## src/rtl/noc_local_inject_queue.sv

```systemverilog
// noc_local_inject_queue: injection FIFO between a tile flit source and the
// router local (P) port. Valid/ready on the tile side, void/stop on the router
// side, registered output stage, packet framing check with a sticky error.
// Optional feature macro: NOC_INJECT_PKT_ATOMIC_EN (hold a head flit back until
// its whole packet is stored or the FIFO is full).
module noc_local_inject_queue #(
  parameter int Width = 66,
  parameter int DEPTH = 4
) (
  input  logic                     clk,
  input  logic                     rst,
  input  logic                     in_valid,
  output logic                     in_ready,
  input  logic [Width-1:0]         in_data,
  output logic [Width-1:0]         data_p_out,
  output logic                     data_void_p_out,
  input  logic                     stop_p_in,
  output logic [$clog2(DEPTH):0]   occupancy,
  output logic                     proto_err
);

  localparam int AW = $clog2(DEPTH);
  localparam int CW = AW + 1;
  localparam logic [CW-1:0] FULL = CW'(DEPTH);

  typedef enum logic {
    IDLE,
    IN_PKT
  } frame_state_e;

  logic [Width-1:0] mem_q [DEPTH];
  logic [Width-1:0] mem_d [DEPTH];
  logic [AW-1:0]    wr_ptr_q, wr_ptr_d;
  logic [AW-1:0]    rd_ptr_q, rd_ptr_d;
  logic [CW-1:0]    count_q, count_d;
  logic [Width-1:0] out_data_q, out_data_d;
  logic             out_valid_q, out_valid_d;
  frame_state_e     state_q, state_d;
  logic             proto_err_q, proto_err_d;

  logic push;
  logic load_slot;
  logic fifo_empty;
  logic fifo_rd;
  logic fifo_wr;
  logic bypass;
  logic head_ok;
  logic bypass_ok;

  // Ready comes from the registered count only, and is held low while in reset.
  assign in_ready   = rst && (count_q != FULL);
  assign push       = in_valid && in_ready;
  assign load_slot  = !out_valid_q || !stop_p_in;
  assign fifo_empty = (count_q == '0);

`ifdef NOC_INJECT_PKT_ATOMIC_EN
  logic [CW-1:0] pkt_cnt_q, pkt_cnt_d;

  // A head may leave the FIFO only once its packet is complete (a stored tail,
  // or a tail arriving this cycle), or when the FIFO is full and must drain.
  assign head_ok   = !mem_q[rd_ptr_q][Width-1] || (pkt_cnt_q != '0) ||
                     (push && in_data[Width-2]) || (count_q == FULL);
  assign bypass_ok = !in_data[Width-1] || in_data[Width-2];

  // Count complete packets held in the FIFO: tails written in, tails read out.
  always_comb begin
    pkt_cnt_d = pkt_cnt_q + CW'(fifo_wr && in_data[Width-2])
                          - CW'(fifo_rd && mem_q[rd_ptr_q][Width-2]);
  end

  // Packet counter register.
  always_ff @(posedge clk) begin
    if (!rst) pkt_cnt_q <= '0;
    else      pkt_cnt_q <= pkt_cnt_d;
  end
`else
  assign head_ok   = 1'b1;
  assign bypass_ok = 1'b1;
`endif

  assign fifo_rd = load_slot && !fifo_empty && head_ok;
  assign bypass  = load_slot && fifo_empty && push && bypass_ok;
  assign fifo_wr = push && !bypass;

  // FIFO storage, pointers and occupancy bookkeeping.
  always_comb begin
    mem_d    = mem_q;
    wr_ptr_d = wr_ptr_q;
    rd_ptr_d = rd_ptr_q;
    if (fifo_wr) begin
      mem_d[wr_ptr_q] = in_data;
      wr_ptr_d        = wr_ptr_q + AW'(1);
    end
    if (fifo_rd) rd_ptr_d = rd_ptr_q + AW'(1);
    count_d = count_q + CW'(fifo_wr) - CW'(fifo_rd);
  end

  // Output stage: reload when void or popped; an empty FIFO lets a fresh push straight in.
  always_comb begin
    out_valid_d = out_valid_q;
    out_data_d  = out_data_q;
    if (load_slot) begin
      if (fifo_rd) begin
        out_valid_d = 1'b1;
        out_data_d  = mem_q[rd_ptr_q];
      end else if (bypass) begin
        out_valid_d = 1'b1;
        out_data_d  = in_data;
      end else begin
        out_valid_d = 1'b0;
        out_data_d  = '0;
      end
    end
  end

  // Framing FSM watching every accepted flit; errors are sticky until reset.
  always_comb begin
    state_d     = state_q;
    proto_err_d = proto_err_q;
    if (push) begin
      case (state_q)
        IDLE: begin
          if (!in_data[Width-1]) proto_err_d = 1'b1;
          else                   state_d = in_data[Width-2] ? IDLE : IN_PKT;
        end
        IN_PKT: begin
          if (in_data[Width-1]) begin
            proto_err_d = 1'b1;
            state_d     = in_data[Width-2] ? IDLE : IN_PKT;
          end else if (in_data[Width-2]) begin
            state_d = IDLE;
          end
        end
        default: state_d = IDLE;
      endcase
    end
  end

  // Control and output registers with synchronous active-low reset.
  always_ff @(posedge clk) begin
    if (!rst) begin
      wr_ptr_q    <= '0;
      rd_ptr_q    <= '0;
      count_q     <= '0;
      out_data_q  <= '0;
      out_valid_q <= 1'b0;
      state_q     <= IDLE;
      proto_err_q <= 1'b0;
    end else begin
      wr_ptr_q    <= wr_ptr_d;
      rd_ptr_q    <= rd_ptr_d;
      count_q     <= count_d;
      out_data_q  <= out_data_d;
      out_valid_q <= out_valid_d;
      state_q     <= state_d;
      proto_err_q <= proto_err_d;
    end
  end

  // Storage array; contents are don't-care until written, so no reset.
  always_ff @(posedge clk) begin
    mem_q <= mem_d;
  end

  assign data_p_out      = out_data_q;
  assign data_void_p_out = !out_valid_q;
  assign occupancy       = count_q;
  assign proto_err       = proto_err_q;

endmodule

```

## config.mk

```make
export PLATFORM = sky130hd
export DESIGN_NAME = noc_local_inject_queue
export DESIGN_NICKNAME = d
export VERILOG_FILES = /design/src/rtl/noc_local_inject_queue.sv
export SDC_FILE = /design/constraint.sdc
export NUM_CORES = 1
export LEC_CHECK = 0
export BUFFER_PORTS_ARGS = -buffer_cell sky130_fd_sc_hd__buf_2
export CORE_ASPECT_RATIO = 0.9
export CORE_MARGIN = 1
export CORE_UTILIZATION = 58
export CTS_CLUSTER_SIZE = 14
export DETAILED_ROUTE_END_ITERATION = 8
export PLACE_DENSITY = 0.79
export SYNTH_ARGS = -nofsm -noshare
export SYNTH_HDL_FRONTEND = slang
export SYNTH_SLANG_ARGS = --single-unit
```

## constraint.sdc

```tcl
create_clock -name clk -period 3.4 [get_ports clk]
set_clock_uncertainty 0.05 [all_clocks]
set_input_delay 0.34 -clock clk [delete_from_list [all_inputs] [get_ports clk]]
set_output_delay 0.34 -clock clk [all_outputs]
set_load 0.05 [all_outputs]
```

* Word-level counts from Yosys, hierarchy flattened
Cells that the tools add are included.
Widths: inputs -> output; s select.
** Storage, ports and cells
- Register bits after elaboration :: 340
- Input port bits :: 70
- Output and inout bits :: 72
- Word-level logic and storage cells :: 54
** Cells by class
- Add/subtract/negate cells :: 4
- $lt $le $gt $ge :: 3
- Equal/unequal tests :: 3
- Multiplexer cells :: 16
- Bitwise gates (word level) :: 3
- Reductions and logical operators :: 14
** Operator list (count)
- $mux 66 :: 5
- $bwmux 264 :: 1
- $bmux 66 s2 :: 1
- $demux 66 s2 :: 1
- $logic_and 1x1->1 :: 7
- $ge 3x3->1 const B :: 2
- $mux 1 :: 6
- $not 2->3 :: 2
- $add 2x1->2 const B :: 2
- $logic_not 1->1 :: 4
- $ne 2x2->1 const B :: 2
- $pmux 1 s2 :: 2
- $add 3x1->3 :: 1
- $logic_not 3->1 :: 1
- $lt 3x1->1 const B :: 1
- $ne 3x3->1 const B :: 1
- $reduce_and 3->1 :: 1
- $sub 3x1->3 :: 1
- $logic_or 1x1->1 :: 1
- $not 1->1 :: 1

* Depth between registers and ports, before layout
Gate-level depths: netlist (run 1).
- Depth after elaboration :: 8
- Mapped depth :: 12

* Worst setup path before layout (run 1)
OpenSTA, ideal clock, no wires.
- Path type :: flip-flop to flip-flop
- Start :: register count_q[1] (netlist: occupancy[1])
- End :: register mem_q[0] in the netlist's numbering, enable pin
- Data arrival time :: 2.953 ns
- Setup slack :: -0.034 ns
- Cell stages (with the launch flop) :: 6
- Path buffers :: 2
- Cell sequence :: dfxtp_1 or3b_1 buf_2 and3_1 buf_2 and2_1
** Between the ends
- Longest elaborated chain between the ends :: 6
** RTL lines
- from (decl) :: RTL line 35 : logic [CW-1:0] count_q, count_d;
- from (signal assigned) :: RTL line 152 : count_q <= count_d;
- $ne 3x3->1 :: RTL line 51 : assign in_ready = rst && (count_q != FULL);
- $logic_and 1x1->1 :: RTL line 51
- $logic_and 1x1->1 :: RTL line 52 : assign push = in_valid && in_ready;
- $logic_and 1x1->1 :: RTL line 82 : assign bypass = load_slot && fifo_empty && push && bypass_ok;
- $logic_not 1->1 :: RTL line 83 : assign fifo_wr = push && !bypass;
- $logic_and 1x1->1 * :: RTL line 83
- to (signal assigned) :: RTL line 162 : mem_q <= mem_d;
- to (decl) :: RTL line 31 : logic [Width-1:0] mem_q [DEPTH];
Every way passes the cells marked *; elsewhere a longest branch is shown, timed or not.
A chain may end at the register's enable or synchronous reset.

* Worst setup path in the final report (run 1)
- Start :: register count_q[1] (netlist: occupancy[1])
- End :: output in_ready
** Between the ends
- Longest elaborated chain between the ends :: 2
** RTL lines
- $ne 3x3->1 :: RTL line 51
- $logic_and 1x1->1 :: RTL line 51
- to (decl) :: RTL line 13 : output logic in_ready,
No other way between the ends.

==> summary.md, run 1 <==
| Metric | Value |
|---|---|
| Result of the run | `completed` |
| Setup crit start kind | `flip-flop` |
| Number of I/O port buffers | `141` |
| Routed Antenna Nets | `0` |
| Top achievable clock speed | `0.363 GHz` |
| Path depth of the worst reg2reg path | `10` |
| Post-synth top area share | `60.7%` |
| Bufs on Longest Clock Path | `3` |
| Transition at the pin with the smallest max-transition slack | `1.06 ns` |
| Post-DR wirelength/cell | `around 23 um` |
| Standard-cell row count | `between 50 and 60` |
| Number of pins with negative max-slew slack in the final report | `0` |
| Critical path type | `reg2out` |
| Overall fraction of global-route tracks in use | `25.0%` |
| Syn avg cell area | `16.5 um2` |
| Count of nets after finishing | `about 1000` |
| Setup Fix Bufs, Post-CTS | `0` |
| Seq/Total Area, Yosys | `72.3%` |
| Net switching share of the total power | `36.0%` |
| Detailed placement HPWL | `about 14 mm` |
| Required time reported for the critical path endpoint | `3.01 ns` |
| Final total negative setup slack | `0 ns` |
| Combinational cell fraction of total power | `31.8%` |
| H-Tree Level Count | `2` |
| DRT Pass-1 Iters | `5` |
| Mapped cell area | `13100 um2` |
| Post-detailed-route via-to-cell ratio | `between 6 and 7` |
| Wire length of the first global-routing pass | `43.8 mm` |
| Initial Utilization | `59.7%` |
| RSZ-0062 raised after global routing | `no` |
| Max_slew headroom | `29.2%` |
| Critical path capture point type | `primary output` |
| Core area | `around 22000 um2` |
| Count of unique library cells instantiated by Yosys | `38` |
| Setup violation total in the final timing report | `0` |
| Hold Startpoint | `in_data[50]` |
| Ratio of total power to cell area | `around 900 nW/um2` |
| Number of flip-flops and latches in the synthesized netlist | `340` |
| Internal power | `8480 uW` |
| Growth of design area from synthesis to finish | `15.2%` |
| GP Congestion | `just over 0.7` |
| Net switching power | `4770 uW` |
| Final period utilization | `81.0%` |
| Number of design rule violations left after detail routing | `0` |
| Fraction of layout instances using a drive strength above 1 | `29.4%` |
| Vias in the first global route | `around 8000` |
| Wire length after detailed routing | `about 28 mm` |
| Crit Reg-Reg Startpoint | `occupancy[1]$_SDFF_PN0_` |
| Synth warn | `0` |
| Die X-Extent | `160 um` |
| Final critical delay including setup and external delays | `2.75 ns` |
| Largest net degree at the start of global routing | `76` |
| Type of the most critical hold path | `in2reg` |
| Setup crit start | `occupancy[1]$_SDFF_PN0_` |
| Sequential group share of total power | `41.9%` |
| Power share of the clock group | `26.3%` |
| Final hold violation count | `0` |
| Total overflow reported by the global router | `0` |
| Full die area | `between 20000 and 25000 um2` |
| Synth top area cells | `edfxtp_1 61%, dfxtp_1 12%, mux4_2 11%` |
| Leakage power total | `0.00513 uW` |
| CTS root buf | `clkbuf_16` |
| Clock latency reported for the late side of the worst-skew pair | `0.51 ns` |
| Overall power after layout | `between 10000 and 15000 uW` |
| DR iter-0 viols | `about 920` |
| Post-Synthesis Net Count | `870` |
| Clock Sinks | `340` |
| Peak supply drop | `0.787 mV` |
| TritonCTS clock tree | `done` |
| Boundary Pins | `142` |
| Clock transition time at the flip-flop clock pins of the worst setup and hold paths | `0.06 ns` |
| CP max FO | `69` |
| Most area-hungry cell type in the Yosys netlist | `edfxtp_1` |
| Number of antenna violations at the first check in global routing | `3` |
| Reported max-cap violation count | `0` |
| DIE HEIGHT | `144 um` |
| Via Count | `7810` |
| CTS buffer count | `34` |
| Gate count of the mapped netlist | `793` |
| Arr. time, crit path | `2.36 ns` |
| Number of instances on the worst hold path | `1` |
## worst max-delay path, stage by stage, from the launching register on
cell,delay [ns]
dfxtp_1,0.50
or3b_4,0.20
buf_4,0.69
and2_1,0.21
buf_2,0.25
## synthesized netlist by cell type
| library cell | number |
|---|---|
| a2111o_1 | 1 |
| a2111oi_0 | 1 |
| a211oi_2 | 1 |
| a21o_1 | 1 |
| a21oi_1 | 2 |
| a31oi_1 | 66 |
| and2_1 | 10 |
| and2_4 | 1 |
| and3_1 | 1 |
| buf_1 | 3 |
| buf_2 | 19 |
| buf_4 | 1 |
| buf_6 | 3 |
| buf_8 | 2 |
| clkbuf_1 | 42 |
| dfxtp_1 | 76 |
| edfxtp_1 | 264 |
| fa_1 | 1 |
| ha_1 | 6 |
| inv_1 | 7 |
| inv_2 | 2 |
| mux2i_1 | 1 |
| mux4_2 | 66 |
| nand2_1 | 2 |
| nand3_1 | 7 |
| nand4_1 | 3 |
| nor2_1 | 2 |
| nor3_1 | 128 |
| nor3_2 | 1 |
| o21ai_0 | 64 |
| o21ai_1 | 1 |
| o31ai_1 | 1 |
| o31ai_2 | 1 |
| or3_1 | 1 |
| or3b_1 | 1 |
| or4_1 | 1 |
| xnor2_1 | 2 |
| xor2_1 | 1 |
## power by group through the flow
stage | clock, uW | combinational (uW) | sequential, uW
global placement | 0 | 4140 | 5610
detailed placement | 0 | 4190 | 5640
CTS | 3540 | 4230 | 5560
finish | 3490 | 4220 | 5550
floorplan | 0 | 2250 | 6550
global route | 3680 | 4490 | 5630
## stage by stage
stage               std cells  area, um2  util, %  hold WS [ns]  setup slack (ns)
floorplan                 793      13100        -         0.382             0.463
global placement         1164      13900     63.6         0.395             0.807
detailed placement       1164      13900     63.6         0.423             0.767
CTS                      1235      15000     68.7      0.000152             0.647
global route             1235      15000     68.7       0.00464             0.541
finish                   1236      15000     68.7       0.00991             0.646
## timing repair
action / 4_1_cts / 5_1_grt
hold buffers: 10 / 0
gates resized for setup: 0 / 0
endpoints found under the hold margin: 30 / 0
## routing by layer
metal / up-vias / track usage [%] / share of wire, %
met5: - / 0 / 0.061
met4: 2 / 6.12 / 1.3
met3: 40 / 5.08 / 8.2
met2: 388 / 41.9 / 49
met1: 3943 / 33.9 / 41
li1: 3437 / - / -
## cell usage in the layout, fill, tap and decap left out, types with 2 or more instances in the layout
cell type / count
clkbuf_8: 4
nand4_1: 3
nand3_1: 7
dfxtp_1: 74
nor3_1: 128
a21oi_1: 2
buf_2: 141
nor2_1: 2
xnor2_1: 2
edfxtp_1: 264
clkbuf_16: 35
clkinvlp_4: 2
dlygate4sd3_1: 10
and2_2: 2
clkbuf_1: 15
and2_4: 5
clkinv_2: 2
mux4_2: 66
o21ai_0: 64
ha_1: 6
and2_1: 4
inv_1: 7
buf_4: 8
dfxtp_4: 2
inv_2: 2
a31oi_1: 66
## cell type report
cell class / count / area, um2
well taps: 291 / 364
fillers: 1456 / 6840
flip-flops and latches: 340 / 9460
repair buffers: 160 / 886
inverters: 9 / 33.8
multi-input cells: 374 / 3270
diodes: 1 / 2.50
clock buffers: 54 / 987
clock inverters: 7 / 46.3
## path summary, 6_finish.rpt
| path | end | slack, ns |
|---|---|---|
| setup reg to reg | occupancy[2]$_SDFF_PN0_ | 0.78 |
| hold reg to reg | proto_err$_SDFFE_PN0P_ | 0.43 |
| setup / recovery | in_ready | 0.65 |
| hold / removal | mem_q[116]$_DFFE_PP_ | 0.01 |
## state kept, by name, summed over array words and instances, names as in the netlist
name and count:
mem_q 264, occupancy 3, data_p_out 66, rd_ptr_q 2, out_valid_q 1, proto_err 1, wr_ptr_q 2, state_q 1
## cell families after synthesis
logic type,Yosys count,synth area share (%)
compound gates,139,6.19
xor+xnor,3,0.201
fa+ha+maj,7,0.728
buf+inv,79,2.83
flops,340,72.3
mux,67,11.5
simple gates,158,6.27
(Power assumes the default switching activity.)
==> run 2, diff against run 1 <==
--- a/config.mk
+++ b/config.mk
@@ -8,10 +8,10 @@
 export BUFFER_PORTS_ARGS = -buffer_cell sky130_fd_sc_hd__buf_2
 export CORE_ASPECT_RATIO = 0.9
 export CORE_MARGIN = 1
-export CORE_UTILIZATION = 58
+export CORE_UTILIZATION = 53
 export CTS_CLUSTER_SIZE = 14
 export DETAILED_ROUTE_END_ITERATION = 8
-export PLACE_DENSITY = 0.79
+export PLACE_DENSITY = 0.76
 export SYNTH_ARGS = -nofsm -noshare
 export SYNTH_HDL_FRONTEND = slang
 export SYNTH_SLANG_ARGS = --single-unit
==> constraint.sdc (replaced) <==
create_clock -name clk -period 2.5 [get_ports clk]
set_clock_uncertainty 0.05 [all_clocks]
set_input_delay 0.25 -clock clk [delete_from_list [all_inputs] [get_ports clk]]
set_output_delay 0.25 -clock clk [all_outputs]
set_load 0.05 [all_outputs]
==> summary.md, run 2 (synthesis gave the netlist of run 1 again) <==
| Metric | Value |
|---|---|
| Overall fraction of global-route tracks in use | `23.9% (-1.1 points)` |
| Worst setup margin | `0.0975 ns (-0.548 ns)` |
| Sum of met2 wire segment lengths after detailed routing | `14.1 mm (+2.6%)` |
| Bufs on Longest Clock Path | `3 (unchanged)` |
| Post-detailed-route via-to-cell ratio | `6.08 (-3.8%)` |
| Boundary Pins | `142 (unchanged)` |
| CTS buffer count | `35 (+2.9%)` |
| Setup crit start | `occupancy[2]$_SDFF_PN0_` |
| Final total negative setup slack | `0 ns (unchanged)` |
| Max stage delay cell, worst path | `buf_6` |
| H-Tree Level Count | `2 (unchanged)` |
| CP max FO | `69 (unchanged)` |
| Commonest non-fill, non-tap cell in the layout | `edfxtp_1` |
| Type of the most critical hold path | `in2reg` |
| Largest net degree at the start of global routing | `76 (unchanged)` |
| Leakage power total | `0.00547 uW (+6.7%)` |
| Fraction of layout instances using a drive strength above 1 | `29.7% (+0.20 points)` |
| Result of the run | `completed` |
| Clock transition time at the flip-flop clock pins of the worst setup and hold paths | `0.06 ns (about the same)` |
| Vias in the first global route | `8049 (+2.7%)` |
| WHS | `0.0254 ns (+0.0155 ns)` |
| TritonCTS clock tree | `done` |
| Number of design rule violations left after detail routing | `0 (unchanged)` |
| CTS root buf | `clkbuf_16` |
| Number of I/O port buffers | `141 (unchanged)` |
| Endpoint of the lowest-slack register-to-register path | `mem_q[89]$_DFFE_PP_` |
| Growth of design area from synthesis to finish | `21.2%` |
| DIE HEIGHT | `151 um (+4.5%)` |
| RSZ-0062 raised after global routing | `no` |
| Minimum setup slack among reg-to-reg paths | `0.22 ns (-0.56 ns)` |
| GP Congestion | `0.734 (+1.3%)` |
| Layout Cells excl Fill | `1314 (+6.3%)` |
| Wire length of the first global-routing pass | `45.7 mm (+4.4%)` |
| Peak supply drop | `0.711 mV (-9.7%)` |
| Crit Reg-Reg Startpoint | `occupancy[2]$_SDFF_PN0_` |
| Final period utilization | `96.1%` |
| Clock latency reported for the late side of the worst-skew pair | `0.49 ns (-0.02 ns)` |
| Arr. time, crit path | `2.10 ns (-0.26 ns)` |
| Number of instances on the worst hold path | `1 (unchanged)` |
| Die X-Extent | `167 um (+4.6%)` |
| DR iter-0 viols | `838 (-9.1%)` |
| Post-DR wirelength/cell | `22.4 um (-1.0%)` |
| Pre-CTS WS | `0.217 ns (-0.550 ns)` |
| Number of antenna violations at the first check in global routing | `1 (-2)` |
| Transition at the pin with the smallest max-transition slack | `1.06 ns (+0.000952 ns)` |
| Top achievable clock speed | `around 0.42 GHz` |
| Final critical delay including setup and external delays | `2.40 ns` |
| Critical path type | `reg2out` |
| Final hold violation count | `0 (unchanged)` |
| Ordered list of cells on the worst path | `or3b_4 -> buf_6 -> and2_1 -> buf_2` |
| Hold Startpoint | `in_data[65]` |
| Crit-path max cell delay | `0.53 ns (-0.16 ns)` |
| Clock Sinks | `340 (unchanged)` |
| Crit-path leading delay family | `buffers and inverters` |
| Reported max-cap violation count | `0 (unchanged)` |
| Setup violation total in the final timing report | `0 (unchanged)` |
| Wire length after detailed routing | `29.5 mm (+5.2%)` |
| Number of placed cells counting well taps | `1186 (+1.9%)` |
| Standard-cell row count | `54 (+5.9%)` |
| Number of flip-flops under the largest register name | `264 (unchanged)` |
| Routed Antenna Nets | `0 (unchanged)` |
| Ratio of total power to cell area | `1180 nW/um2 (+34%)` |
| Detailed placement HPWL | `14.7 mm (+1.7%)` |
| Total of fill cells in the finished design | `1678 (+15%)` |
| Core area | `24200 um2 (+11%)` |
| Buf+Inv Stages, Crit Path | `2 (unchanged)` |
| Via Count | `7990 (+2.3%)` |
| Number of pins with negative max-slew slack in the final report | `0 (unchanged)` |
| Path depth of the worst reg2reg path | `4 (-6)` |
| Total overflow reported by the global router | `0 (unchanged)` |
| Count of nets after finishing | `1057 (+6.1%)` |
| Highest-count cells in the layout ignoring fill and taps | `264 x edfxtp_1, 141 x buf_2, 128 x nor3_1` |
| DRT Pass-1 Iters | `6 (+1)` |
| Max_slew headroom | `29.2% (-0.063 points)` |
| Routed length on met1 | `12.4 mm (+7.4%)` |
| Initial Utilization | `54.0% (-5.7 points)` |
| Endpoint with the worst hold slack | `mem_q[131]$_DFFE_PP_` |
| Setup crit start kind | `flip-flop` |
| Critical path capture point type | `primary output` |
| Required time reported for the critical path endpoint | `2.20 ns (-0.81 ns)` |
| Highest signal layer in the routed design | `met4` |
| Top reg by flops | `mem_q` |
| Full die area | `25300 um2 (+9.3%)` |
| DR WL met3 | `2.36 mm (+3.2%)` |
==> run 2: metrics by stage <==
| step | util, % | total power [uW] | cell area, um2 |
|---|---|---|---|
| floorplan | - | 12000 | 13100 |
| global placement | 58.0 | 13400 | 14000 |
| detailed placement | 58.0 | 13500 | 14000 |
| CTS | 65.4 | 18800 | 15800 |
| global route | 65.4 | 19400 | 15800 |
| finish | 65.4 | 18700 | 15800 |
==> run 2: where the power goes <==
group | internal [uW] | total, uW | switching, uW | leakage (uW)
clock network | 3110 | 5190 | 2070 | 0.000572
registers | 6930 | 7400 | 471 | 0.00302
logic | 2010 | 6080 | 4070 | 0.00188
total | 12100 | 18700 | 6620 | 0.00547
==> run 2: what timing repair did <==
item / CTS / global route
hold buffers: 65 / 0
endpoints found under the hold margin: 261 / 0
resized for setup: 1 / 0
setup buffers: 0 / 0
setup endpoints to repair: 1 / 0
==> run 2: worst max path at each step <==
stage | end | slack, ns | cells after the start
after global placement | mem_q[245]$_DFFE_PP_ | 0.23 | 4
after CTS | in_ready | 0.1 | 4
after detailed placement | occupancy[2]$_SDFF_PN0_ | 0.22 | 11
after floorplan | occupancy[2]$_SDFF_PN0_ | 0.01 | 12
final | in_ready | 0.1 | 4
after global routing | in_ready | 0.03 | 4
==> run 2: layout make-up <==
cell class / instances / area (um2) / area share (%)
clock buffer: 42 / 943 / 5.96
timing repair buffer: 220 / 1520 / 9.57
sequential: 340 / 9470 / 59.8
inverter: 9 / 33.8 / 0.213
tap: 308 / 385 / 2.43
clock inverter: 20 / 206 / 1.30
multi-input combinational: 374 / 3280 / 20.7
antenna: 1 / 2.50 / 0.0158
==> run 2: layer usage <==
layer  GRT usage (%)  vias to the layer above
li1                -                     3556
met4            6.65                        0
met3            3.53                       53
met1            33.6                     3987
met5               0                        -
met2            39.3                      394
==> run 2: worst reg2reg max path: cells and delay by family, from the launching register on <==
| kind | cells | cell delay [ns] |
|---|---|---|
| buffers and inverters | 1 | 0.16 |
| AND/OR/NAND/NOR | 3 | 1.28 |
| flip-flops | 1 | 0.37 |
==> run 3, diff against run 2 <==
--- a/config.mk
+++ b/config.mk
@@ -5,6 +5,7 @@
 export SDC_FILE = /design/constraint.sdc
 export NUM_CORES = 1
 export LEC_CHECK = 0
+export ABC_AREA = 1
 export BUFFER_PORTS_ARGS = -buffer_cell sky130_fd_sc_hd__buf_2
 export CORE_ASPECT_RATIO = 0.9
 export CORE_MARGIN = 1
==> summary.md, run 3 <==
| Metric | Value |
|---|---|
| Gate count of the mapped netlist | `1280 (+61%)` |
| RSZ-0062 raised after global routing | `no` |
| Seq/Total Area, Yosys | `68.7% (-3.6 points)` |
| DR iter-0 viols | `892 (+6.4%)` |
| Predominant post-synthesis flop cell | `edfxtp_1` |
| Worst setup margin | `0.197 ns (+0.0993 ns)` |
| Arr. time, crit path | `2.67 ns (+0.57 ns)` |
| Top reg by flops | `mem_q` |
| Wire length of the first global-routing pass | `48.7 mm (+6.7%)` |
| Detailed placement HPWL | `15.8 mm (+7.2%)` |
| Final period utilization | `92.1% (-4.0 points)` |
| Core area | `25300 um2 (+4.7%)` |
| Pre-CTS WS | `0.192 ns (-0.0253 ns)` |
| Via Count | `9732 (+22%)` |
| Setup violation total in the final timing report | `0 (unchanged)` |
| Post-DR wirelength/cell | `16.7 um (-26%)` |
| Number of I/O port buffers | `141 (unchanged)` |
| Syn avg cell area | `10.7 um2 (-35%)` |
| Standard-cell row count | `55 (+1.9%)` |
| Final hold violation count | `0 (unchanged)` |
| Post-cts resize count | `0 (-1)` |
| Count of unique library cells instantiated by Yosys | `28 (-26%)` |
| Critical path capture point type | `flip-flop` |
| Transition at the pin with the smallest max-transition slack | `1.02 ns (-0.0448 ns)` |
| Commonest non-fill, non-tap cell in the layout | `nand2_1` |
| Clock latency reported for the late side of the worst-skew pair | `0.50 ns (about the same)` |
| Type of the most critical hold path | `in2reg` |
| Peak supply drop | `0.872 mV (+23%)` |
| DIE HEIGHT | `155 um (+2.5%)` |
| Leakage power total | `0.00659 uW (+20%)` |
| Synth top area cells | `edfxtp_1 58%, nand2_1 15%, dfxtp_1 11%` |
| WHS | `0.0696 ns (+0.0441 ns)` |
| Largest net degree at the start of global routing | `135 (+78%)` |
| Total overflow reported by the global router | `0 (unchanged)` |
| Synth warn | `0 (unchanged)` |
| Reported max-cap violation count | `0 (unchanged)` |
| Highest-count cells in the layout ignoring fill and taps | `532 x nand2_1, 264 x edfxtp_1, 141 x buf_2` |
| H-Tree Level Count | `2 (unchanged)` |
| Number of flip-flops under the largest register name | `264 (unchanged)` |
| Vias in the first global route | `9542 (+19%)` |
| Fraction of layout instances using a drive strength above 1 | `17.8% (-12 points)` |
| Full die area | `26600 um2 (+5.1%)` |
| Antenna cell count | `0 (-1)` |
| Overall fraction of global-route tracks in use | `23.5% (-0.40 points)` |
| CP max FO | `5 (-93%)` |
| Number of flops mapped to enable cells by yosys | `264 (unchanged)` |
| Number of pins with negative max-slew slack in the final report | `0 (unchanged)` |
| Wire length after detailed routing | `30.6 mm (+3.8%)` |
| Post-Synthesis Net Count | `1357 (+56%)` |
| Number of flip-flops and latches in the synthesized netlist | `340 (unchanged)` |
| Routed Antenna Nets | `0 (unchanged)` |
| Most area-hungry cell type in the Yosys netlist | `edfxtp_1` |
| DRT Pass-1 Iters | `5 (-1)` |
| Number of design rule violations left after detail routing | `0 (unchanged)` |
| Result of the run | `completed` |
| Clock transition time at the flip-flop clock pins of the worst setup and hold paths | `0.06 ns (about the same)` |
| Number of antenna violations at the first check in global routing | `0 (-1)` |
| Post-CTS Hold Fix Bufs | `66 (+1.5%)` |
| Max_slew headroom | `32.2% (+3.0 points)` |
| Most used standard cell by instance count after synthesis | `nand2_1` |
| Final critical delay including setup and external delays | `2.30 ns (-0.0993 ns)` |
| Initial Utilization | `54.3% (+0.26 points)` |
| TritonCTS clock tree | `done` |
| Commonest cells in the netlist | `533 x nand2_1, 264 x edfxtp_1, 136 x nand3_1` |
| Total non-filler cell area in the finished layout | `16500 um2 (+4.4%)` |
| Growth of design area from synthesis to finish | `20.2%` |
| Clock Sinks | `340 (unchanged)` |
| Setup Fix Bufs, Post-CTS | `0 (unchanged)` |
| Critical path type | `reg2reg` |
| Count of nets after finishing | `1544 (+46%)` |
| Die X-Extent | `172 um (+2.5%)` |
| CTS root buf | `clkbuf_16` |
| Bufs on Longest Clock Path | `3 (unchanged)` |
| Mapped cell area | `13700 um2 (+5.2%)` |
| CTS buffer count | `35 (unchanged)` |
| Final total negative setup slack | `0 ns (unchanged)` |
| Post-synth top area share | `57.7% (-3.0 points)` |
| Boundary Pins | `142 (unchanged)` |
| Setup crit start kind | `flip-flop` |
| Ratio of total power to cell area | `1120 nW/um2 (-5.1%)` |
| Post-detailed-route via-to-cell ratio | `5.30 (-13%)` |
| GP Congestion | `0.738 (+0.55%)` |
| Area post-placement | `14800 um2 (+5.3%)` |
| Async set-reset flop share out of synthesis | `0% (unchanged)` |
| Required time reported for the critical path endpoint | `2.87 ns (+0.67 ns)` |
| Top achievable clock speed | `0.434 GHz (+4.3%)` |
==> run 3: cell types whose count changed in the layout (fill, tap and decap cells not counted), sizes merged, moves of 16 or more <==
cell / before / now
nor3: 129 / 0
nand3: 7 / 138
mux4: 66 / 0
nor2: 2 / 18
a21oi: 2 / 69
nand2: 2 / 534
a31oi: 66 / 1
==> run 3: path summary, 6_finish.rpt <==
path / startpoint / endpoint / slack, ns / cells past startpoint
setup / recovery: occupancy[1]$_SDFF_PN0_ / occupancy[2]$_SDFF_PN0_ / 0.20 / 11
hold / removal: in_valid / proto_err$_SDFFE_PN0P_ / 0.07 / 3
setup reg to reg: occupancy[1]$_SDFF_PN0_ / occupancy[2]$_SDFF_PN0_ / 0.20 / 11
hold reg to reg: proto_err$_SDFFE_PN0P_ / proto_err$_SDFFE_PN0P_ / 0.43 / 2
==> run 3: area by class of cell <==
| cell class | count | area [um2] |
|---|---|---|
| Sequential cell | 340 | 9470 |
| Fill cell | 1941 | 8800 |
| Multi-Input combinational cell | 840 | 3810 |
| Timing Repair Buffer | 229 | 1630 |
| Clock buffer | 52 | 1000 |
| Tap cell | 342 | 428 |
| Clock inverter | 11 | 101 |
| Inverter | 21 | 81.3 |
==> run 3: logic make-up after synthesis <==
group,synth area share (%)
buffers and inverters,3.81
xor gates and xnor gates,0.127
AOI/OAI and AO/OA,6.02
DFF,68.7
and+or+nand+nor,20.6
adders and majority gates,0.692
==> run 3: power by group <==
part | switching (uW) | total, uW | internal (uW)
Clock | 2020 | 5000 | 2980
Sequential | 290 | 7100 | 6810
Combinational | 4670 | 6390 | 1720
==> run 3: routing by layer <==
layer | global-route usage [%] | routed length [um] | vias to the layer above
met1 | 31.2 | 12900 | 4603
li1 | - | - | 4720
met4 | 7.00 | 625 | 0
met2 | 39.3 | 15000 | 360
met5 | 0 | 0 | -
met3 | 4.38 | 2040 | 49
==> run 3: through the flow <==
step	total power (uW)	std cells	util [%]
after floorplan	12000	1280	-
after detailed placement	13500	1706	58.3
final	18500	1835	65.2
after global routing	19500	1835	65.2
after CTS	18600	1835	65.2
after global placement	13400	1706	58.3
==> run 3: critical path, cell delays in order (launching register included) <==
cell	delay, ns
dfxtp_4	0.37
nor2_4	0.06
nand2_2	0.10
nand3_4	0.11
nor2_2	0.15
inv_2	0.06
ha_1	0.27
inv_1	0.04
ha_1	0.19
fa_1	0.41
or2_2	0.30
a21oi_1	0.11
